`config.mk`:
```
export PLATFORM = sky130hd
export DESIGN_NAME = jtframe_dwnld_pack
export DESIGN_NICKNAME = d
export VERILOG_FILES = /design/src/rtl/jtframe_dwnld_pack.sv
export SDC_FILE = /design/constraint.sdc
export NUM_CORES = 1
export LEC_CHECK = 0
export CORE_MARGIN = 4
export CORE_UTILIZATION = 35
export CTS_BUF_LIST = sky130_fd_sc_hd__clkbuf_4 sky130_fd_sc_hd__clkbuf_8
export DETAILED_ROUTE_END_ITERATION = 10
export GPL_TIMING_DRIVEN = 1
export SLEW_MARGIN = 20
export SYNTH_ARGS = -nofsm -noshare
export SYNTH_HDL_FRONTEND = slang
export SYNTH_SLANG_ARGS = --single-unit
```
`constraint.sdc`:
```
create_clock -name clk -period 4.8 [get_ports clk]
set_clock_uncertainty 0.2 [all_clocks]
set_input_delay 1.2 -clock clk [delete_from_list [all_inputs] [get_ports clk]]
set_output_delay 1.2 -clock clk [all_outputs]
set_load 0.1 [all_outputs]
```
`src/rtl/jtframe_dwnld_pack.sv`:
```
// Packs ioctl download bytes into byte-masked 16-bit SDRAM writes (4 banks) or PROM strobes.
// Optional macro JTFRAME_DWNLD_HEADER_EN strips the first HEADER bytes into the `header` port.
module jtframe_dwnld_pack #(
  parameter logic [24:0] BA1_START  = 25'h10_0000,
  parameter logic [24:0] BA2_START  = 25'h20_0000,
  parameter logic [24:0] BA3_START  = 25'h30_0000,
  parameter logic [24:0] PROM_START = 25'h1FF_FFFF,
  parameter logic        SWAB       = 1'b0,
  parameter int          FIFO_AW    = 2,
  parameter int          HEADER     = 16
)(
  input  logic        clk,
  input  logic        rst,
  input  logic        downloading,
  input  logic [24:0] ioctl_addr,
  input  logic [7:0]  ioctl_data,
  input  logic        ioctl_wr,
  output logic [21:0] prog_addr,
  output logic [15:0] prog_data,
  output logic [1:0]  prog_mask,
  output logic [1:0]  prog_ba,
  output logic        prog_we,
  input  logic        prog_rdy,
  output logic        prom_we,
  output logic [9:0]  prom_addr,
  output logic [7:0]  prom_data,
  output logic        dwnld_busy,
`ifdef JTFRAME_DWNLD_HEADER_EN
  output logic [8*HEADER-1:0] header,
`endif
  output logic        ovf
);

  localparam int DEPTH = 2**FIFO_AW;

  typedef enum logic [1:0] {IDLE, LOAD, WAIT, GAP} state_t;

  typedef struct packed {
    logic [1:0]  ba;
    logic [21:0] addr;
    logic [1:0]  mask;
    logic [7:0]  data;
  } entry_t;

  state_t           state;
  entry_t           mem [DEPTH];
  entry_t           new_entry;
  entry_t           head;
  logic [FIFO_AW:0] wr_ptr, rd_ptr;
  logic             empty, full, push_req, push, pop;
  logic             accept, dl_q;
  logic [24:0]      eff_addr;
  logic             is_prom;
  logic [1:0]       bank;
  logic [22:0]      start_lo, offset_lo;
  logic             lane;

`ifdef JTFRAME_DWNLD_HEADER_EN
  localparam int HDR_BYTES = HEADER;
  localparam int HCW       = $clog2(HEADER + 1);

  logic [HCW-1:0] hdr_cnt;
  logic           in_header;

  assign in_header = hdr_cnt < HCW'(HEADER);
  assign accept    = ioctl_wr & downloading & ~in_header;

  // Counter sits at zero while idle, so every download restarts its header capture
  always_ff @(posedge clk) begin
    if (rst) begin
      hdr_cnt <= '0;
      header  <= '0;
    end else if (!downloading) begin
      hdr_cnt <= '0;
    end else if (ioctl_wr && in_header) begin
      header[8*hdr_cnt +: 8] <= ioctl_data;
      hdr_cnt                <= hdr_cnt + 1'b1;
    end
  end
`else
  localparam int HDR_BYTES = 0 * HEADER;

  assign accept = ioctl_wr & downloading;
`endif

  assign eff_addr = ioctl_addr - 25'(HDR_BYTES);

  always_comb begin
    is_prom  = 1'b0;
    bank     = 2'd0;
    start_lo = 23'd0;
    if (eff_addr >= PROM_START) begin
      is_prom = 1'b1;
    end else if (eff_addr >= BA3_START) begin
      bank     = 2'd3;
      start_lo = BA3_START[22:0];
    end else if (eff_addr >= BA2_START) begin
      bank     = 2'd2;
      start_lo = BA2_START[22:0];
    end else if (eff_addr >= BA1_START) begin
      bank     = 2'd1;
      start_lo = BA1_START[22:0];
    end
  end

  // Only the low 23 offset bits survive, so the subtraction is done at that width
  assign offset_lo = eff_addr[22:0] - start_lo;
  assign lane      = offset_lo[0] ^ SWAB;

  assign new_entry.ba   = bank;
  assign new_entry.addr = offset_lo[22:1];
  assign new_entry.mask = lane ? 2'b01 : 2'b10;
  assign new_entry.data = ioctl_data;

  assign empty    = wr_ptr == rd_ptr;
  assign full     = (wr_ptr[FIFO_AW] != rd_ptr[FIFO_AW]) &&
                    (wr_ptr[FIFO_AW-1:0] == rd_ptr[FIFO_AW-1:0]);
  assign pop      = state == LOAD;
  assign push_req = accept & ~is_prom;
  assign push     = push_req & (~full | pop);
  assign head     = mem[rd_ptr[FIFO_AW-1:0]];

  always_ff @(posedge clk) begin
    if (push) mem[wr_ptr[FIFO_AW-1:0]] <= new_entry;
  end

  always_ff @(posedge clk) begin
    if (rst) begin
      wr_ptr <= '0;
      rd_ptr <= '0;
    end else begin
      if (push) wr_ptr <= wr_ptr + 1'b1;
      if (pop)  rd_ptr <= rd_ptr + 1'b1;
    end
  end

  // A write stays presented until acknowledged, then one idle cycle before the next load
  always_ff @(posedge clk) begin
    if (rst) begin
      state     <= IDLE;
      prog_we   <= 1'b0;
      prog_addr <= '0;
      prog_data <= '0;
      prog_mask <= '0;
      prog_ba   <= '0;
    end else begin
      case (state)
        IDLE: if (!empty) state <= LOAD;
        LOAD: begin
          prog_ba   <= head.ba;
          prog_addr <= head.addr;
          prog_mask <= head.mask;
          prog_data <= {head.data, head.data};
          prog_we   <= 1'b1;
          state     <= WAIT;
        end
        WAIT: if (prog_rdy) begin
          prog_we <= 1'b0;
          state   <= GAP;
        end
        GAP: state <= empty ? IDLE : LOAD;
        default: state <= IDLE;
      endcase
    end
  end

  always_ff @(posedge clk) begin
    if (rst) begin
      prom_we   <= 1'b0;
      prom_addr <= '0;
      prom_data <= '0;
    end else begin
      prom_we <= accept & is_prom;
      if (accept && is_prom) begin
        prom_addr <= eff_addr[9:0] - PROM_START[9:0];
        prom_data <= ioctl_data;
      end
    end
  end

  // A dropped byte in the same cycle as a new download start still flags the overflow
  always_ff @(posedge clk) begin
    if (rst) begin
      dl_q       <= 1'b0;
      ovf        <= 1'b0;
      dwnld_busy <= 1'b0;
    end else begin
      dl_q       <= downloading;
      dwnld_busy <= downloading | ~empty | (state != IDLE);
      if (push_req && full && !pop) ovf <= 1'b1;
      else if (downloading && !dl_q) ovf <= 1'b0;
    end
  end

endmodule
```
* Word-level counts from Yosys, hierarchy flattened
Memory sizes are Yosys's and may differ from the RTL's. A register that Yosys moved wholly into a read port is not among the register bits.
Index checks and enable logic that the tools add are counted.
** Storage, ports and cells
- Bits in registers :: 73
- Output and inout bits :: 64
- Memories :: 1
- RAM bits :: 136
- Bits of input ports :: 38
- Word-level logic and storage cells :: 76
** Cells by class
- Reductions and logical operators :: 13
- Order comparisons :: 4
- Bitwise operators :: 10
- Add/sub/neg operators :: 4
- Equal/unequal tests :: 8
- Multiplexer cells :: 22
** Memories
- mem :: words 4, bits a word 34, read ports 1, clocked after Yosys merged registers in 1, write ports 1, RTL line 46 : entry_t mem [DEPTH];
** Operators by type and width (count)
- 2-to-1 mux 22 bit :: 3
- >= comparator 25 x 22 -> 1 bit (second input constant) :: 2
- >= comparator 25 x 21 -> 1 bit (second input constant) :: 1
- >= comparator 25 bit (second input constant) :: 1
- subtractor 23 bit :: 1
- 2-to-1 mux 21 bit :: 1
- 2-to-1 mux 2 bit :: 8
- subtractor 10 bit (second input constant) :: 1
- 2-to-1 mux 1 bit :: 8
- case mux 2 bit (4 select lines) :: 1
- adder 3 x 1 -> 3 bit (second input constant) :: 2
- nonzero test 2 bit :: 3
- logical AND 1 bit :: 5
- bitwise AND 1 bit :: 4
- == test 2 bit (second input constant) :: 2
- != test 2 bit (second input constant) :: 2
- AND reduction 2 bit :: 2
- == test 3 bit :: 1
- NOT 1 bit :: 3
- bitwise OR 1 bit :: 3
- == test 2 x 1 -> 1 bit (second input constant) :: 1
- == test 2 bit :: 1
- logical NOT 1 bit :: 2
- logical NOT 2 bit :: 1
- other kinds (2) :: 2

* Longest topological paths before layout
- Word-level depth :: 7
- Mapped depth :: 9
- Gate-level depth less buffers :: 8

* Worst setup path after synthesis
OpenSTA, ideal clock, no wires.
- Path kind :: input-to-reg
- Start :: input port ioctl_addr[0]
- End :: register wr_ptr[2]
- Buffers on the path :: 0
- Arrival :: 3.619 ns
- Setup slack :: 0.858 ns
- Stages :: 5
- Required time :: 4.478 ns
- Cells stage by stage :: ha_1 a21oi_1 nor4_4 a211oi_2 mux2_4
** Between the ends
- Cells in the longest elaborated chain, start to end :: 5
** RTL lines
- from (decl) :: RTL line 15 : input logic [24:0] ioctl_addr,
- >= comparator 25 bit :: RTL line 92 : if (eff_addr >= PROM_START) begin
- 2-to-1 mux 1 bit :: RTL line 92
- NOT 1 bit :: RTL line 119 : assign push_req = accept & ~is_prom;
- bitwise AND 1 bit :: RTL line 119
- bitwise AND 1 bit :: RTL line 120 : assign push = push_req & (~full | pop);
- to (signal assigned) :: RTL line 132 : if (push) wr_ptr <= wr_ptr + 1'b1;
- to (decl) :: RTL line 49 : logic [FIFO_AW:0] wr_ptr, rd_ptr;
Every way passes these cells.
A chain may end at the register's enable or synchronous reset.

==> key figures <==
Final layout
  • Finished layout cell area: 9880 um^2
  • Layout cells sized above 1: 0.196
  • N_diodes: 0
  • Most common cell after layout, fill and taps aside: edfxtp_1
  • Non-Filler Instances: 908
  • Nets: 656
  • Synth-to-Final Area Change: 24.9%
  • Most frequent cells in the layout: 136 x edfxtp_1, 100 x clkdlybuf4s50_1, 65 x dfxtp_1

Worst setup path
  • Worst endpoint required time: 4900 ps
  • Nature of the critical path startpoint: primary input
  • Crit path max fanout: 9
  • Critical Path AT: 3890 ps
  • Crit end category: flop
  • Critical path class: in2reg

Placement
  • Placed cell areas: 9180 um^2
  • Routability Congestion: 0.743
  • IO buf count: 101
  • Dpl hpwl: 11000 um
  • Total instance count after detailed placement: 847

GRT
  • Pin count of the biggest net entering global routing: 41
  • Vias in the first global route: 4887
  • Initial antenna violation count: 0
  • First-pass GRT wire length: 27200 um
  • GR Util All Layers: 0.142
  • Grt total ovfl: 0

STA
  • Setup total negative slack: 0 ps
  • Hold Vio Cnt, Final: 0
  • Tcrit/Tclk final: 0.791
  • Worst slew margin: 0.314
  • WHS: 284 ps
  • Worst Max-Slew Pin Slew: 1030 ps
  • Final setup vio count: 0
  • RSZ-0062 raised after global routing: no
  • Slew Limit Fails: 0
  • Fin crit period: 3790 ps
  • Max Clock Freq: 0.264 GHz

Clock network
  • CTS resizes: 0
  • # Post-CTS Setup Buffers: 0
  • Clk root buf: clkbuf_8
  • Clock transition at path regs: 60 ps
  • H-Tree Depth: 2
  • Max clock buf depth: 3
  • CTS tree: built
  • CTS Hold Bufs: 0
  • TritonCTS Buffers: 35
  • CTS Sinks: 203
  • Worst-Skew Late Latency: 500 ps

Route
  • Post-DRT Antenna Nets: 0
  • Iteration-0 DRC Markers: 213
  • Vias/cell: 4.92
  • TritonRoute pass-1 iters: 6
  • DRC errors left: 0
  • WL per Instance: 19.1 um
  • WL final: 17400 um
  • Via Count: 4464

Pwr
  • Power, Total: 5400 uW
  • Max IR drop VDD: 0.250 mV
  • P_leak: 0.00329 uW
  • Pwr per Cell Area: 546 nW/um^2

Synth
  • Syn avg cell area: 16.2 um^2
  • Post-Synthesis Cells: 487
  • Number of enable flip-flop cells after synthesis: 136
  • Number of library cell types mapped by synthesis: 42
  • Sequential-to-total area share from yosys stat: 0.686
  • Most used DFF post-synth: edfxtp_1
  • Synth Net Count: 539
  • Mapped cell area: 7910 um^2
  • Yosys reg bits: 203
  • Post-synthesis async set-or-reset flop share: 0
  • Synth warn: 0

Floorplan
  • Die W: 158 um
  • Core area: 22000 um^2
  • Die Y: 158 um
  • Initial Util: 0.359
  • I/O pin count: 102
  • Num rows: 54
  • Die area: 25100 um^2

Job
  • Maxcap violations: 0

Worst hold path
  • Hold Path Class: reg2reg

Outcome
  • Status: finished, final reports clean
-- routing by layer --
metal	track usage	wire length, um	vias to the layer above
li1	-	-	2082
met1	0.184	7450	2221
met4	0.0422	299	0
met5	0	0	-
met3	0.0389	1130	27
met2	0.236	8500	134
-- worst max-delay path, stage by stage --
cell and delay (ps):
clkdlybuf4s50_1 680, ha_1 230, a21oi_1 80, nor4_4 490
and2_1 230, a21oi_1 100, ha_1 240, fa_1 380
xor2_1 260
-- stage by stage --
stage,util,setup WS [ps]
finish,0.449,1010
detailed placement,0.417,502
global placement,0.417,627
floorplan,-,858
CTS,0.449,1060
global route,0.449,874
-- power breakdown --
group	switching, uW	internal [uW]	total, uW
Clock	651	889	1540
Combinational	1120	568	1690
Sequential	161	2000	2160
Total	1940	3460	5400
-- cell families after synthesis --
family / after synthesis / synth area share
AOI/OAI and AO/OA: 51 / 0.0411
xor gates and xnor gates: 10 / 0.0111
adders and majority gates: 14 / 0.0231
buffers and inverters: 46 / 0.0310
DFF: 203 / 0.686
muxes: 73 / 0.147
and+or+nand+nor: 90 / 0.0608
-- registers in the layout, indices dropped and copies added (netlist names), named ones only --
signal and flops:
state 2, prom_we 1, rd_ptr 3, prom_addr 10
prog_we 1, dl_q 1, prog_mask 2, mem 136
dwnld_busy 1, wr_ptr 3, prog_data 8, prog_addr 22
prom_data 8, ovf 1, prog_ba 2
-- Yosys cell counts, types with 2 or more instances --
| library cell | number | area [um^2] |
|---|---|---|
| mux4_2 | 34 | 766 |
| clkbuf_1 | 5 | 18.8 |
| a21oi_1 | 23 | 115 |
| dfxtp_1 | 67 | 1340 |
| or4_4 | 2 | 22.5 |
| buf_4 | 11 | 82.6 |
| o21ai_0 | 2 | 10.0 |
| buf_2 | 6 | 30.0 |
| inv_1 | 14 | 52.6 |
| nand3_1 | 10 | 50.1 |
| and2_1 | 5 | 31.3 |
| a21oi_2 | 2 | 17.5 |
| nand4_2 | 2 | 25.0 |
| a211oi_1 | 9 | 67.6 |
| xor2_1 | 5 | 43.8 |
| nand4_1 | 6 | 37.5 |
| nor2b_1 | 3 | 18.8 |
| nor2_1 | 47 | 176 |
| buf_1 | 6 | 22.5 |
| edfxtp_1 | 136 | 4080 |
| mux2i_1 | 37 | 370 |
| a211oi_2 | 2 | 25.0 |
| xnor2_1 | 5 | 43.8 |
| nor4_4 | 2 | 42.5 |
| nor3_1 | 2 | 10.0 |
| nand2_1 | 7 | 26.3 |
| o21ai_1 | 8 | 40.0 |
| buf_6 | 3 | 33.8 |
| ha_1 | 13 | 163 |
-- path summary, 6_finish.rpt --
kind                  from          to  slack (ps)  cells past startpoint
max          ioctl_addr[0]  mem[2][31]        1010                      9
min                    ovf         ovf         280                      2
max reg2reg       state[1]  mem[2][11]        1830                      7
min reg2reg            ovf         ovf         280                      2
-- cell type report --
| cell class | instances | area, um^2 |
|---|---|---|
| Clock inverter | 10 | 70.1 |
| Inverter | 14 | 52.6 |
| Clock buffer | 51 | 627 |
| Sequential cell | 203 | 5430 |
| Fill cell | 1961 | 12100 |
| Multi-Input combinational cell | 238 | 2250 |
| Tap cell | 280 | 350 |
| Timing Repair Buffer | 112 | 1100 |
Power figures use the tool's default switching activity.
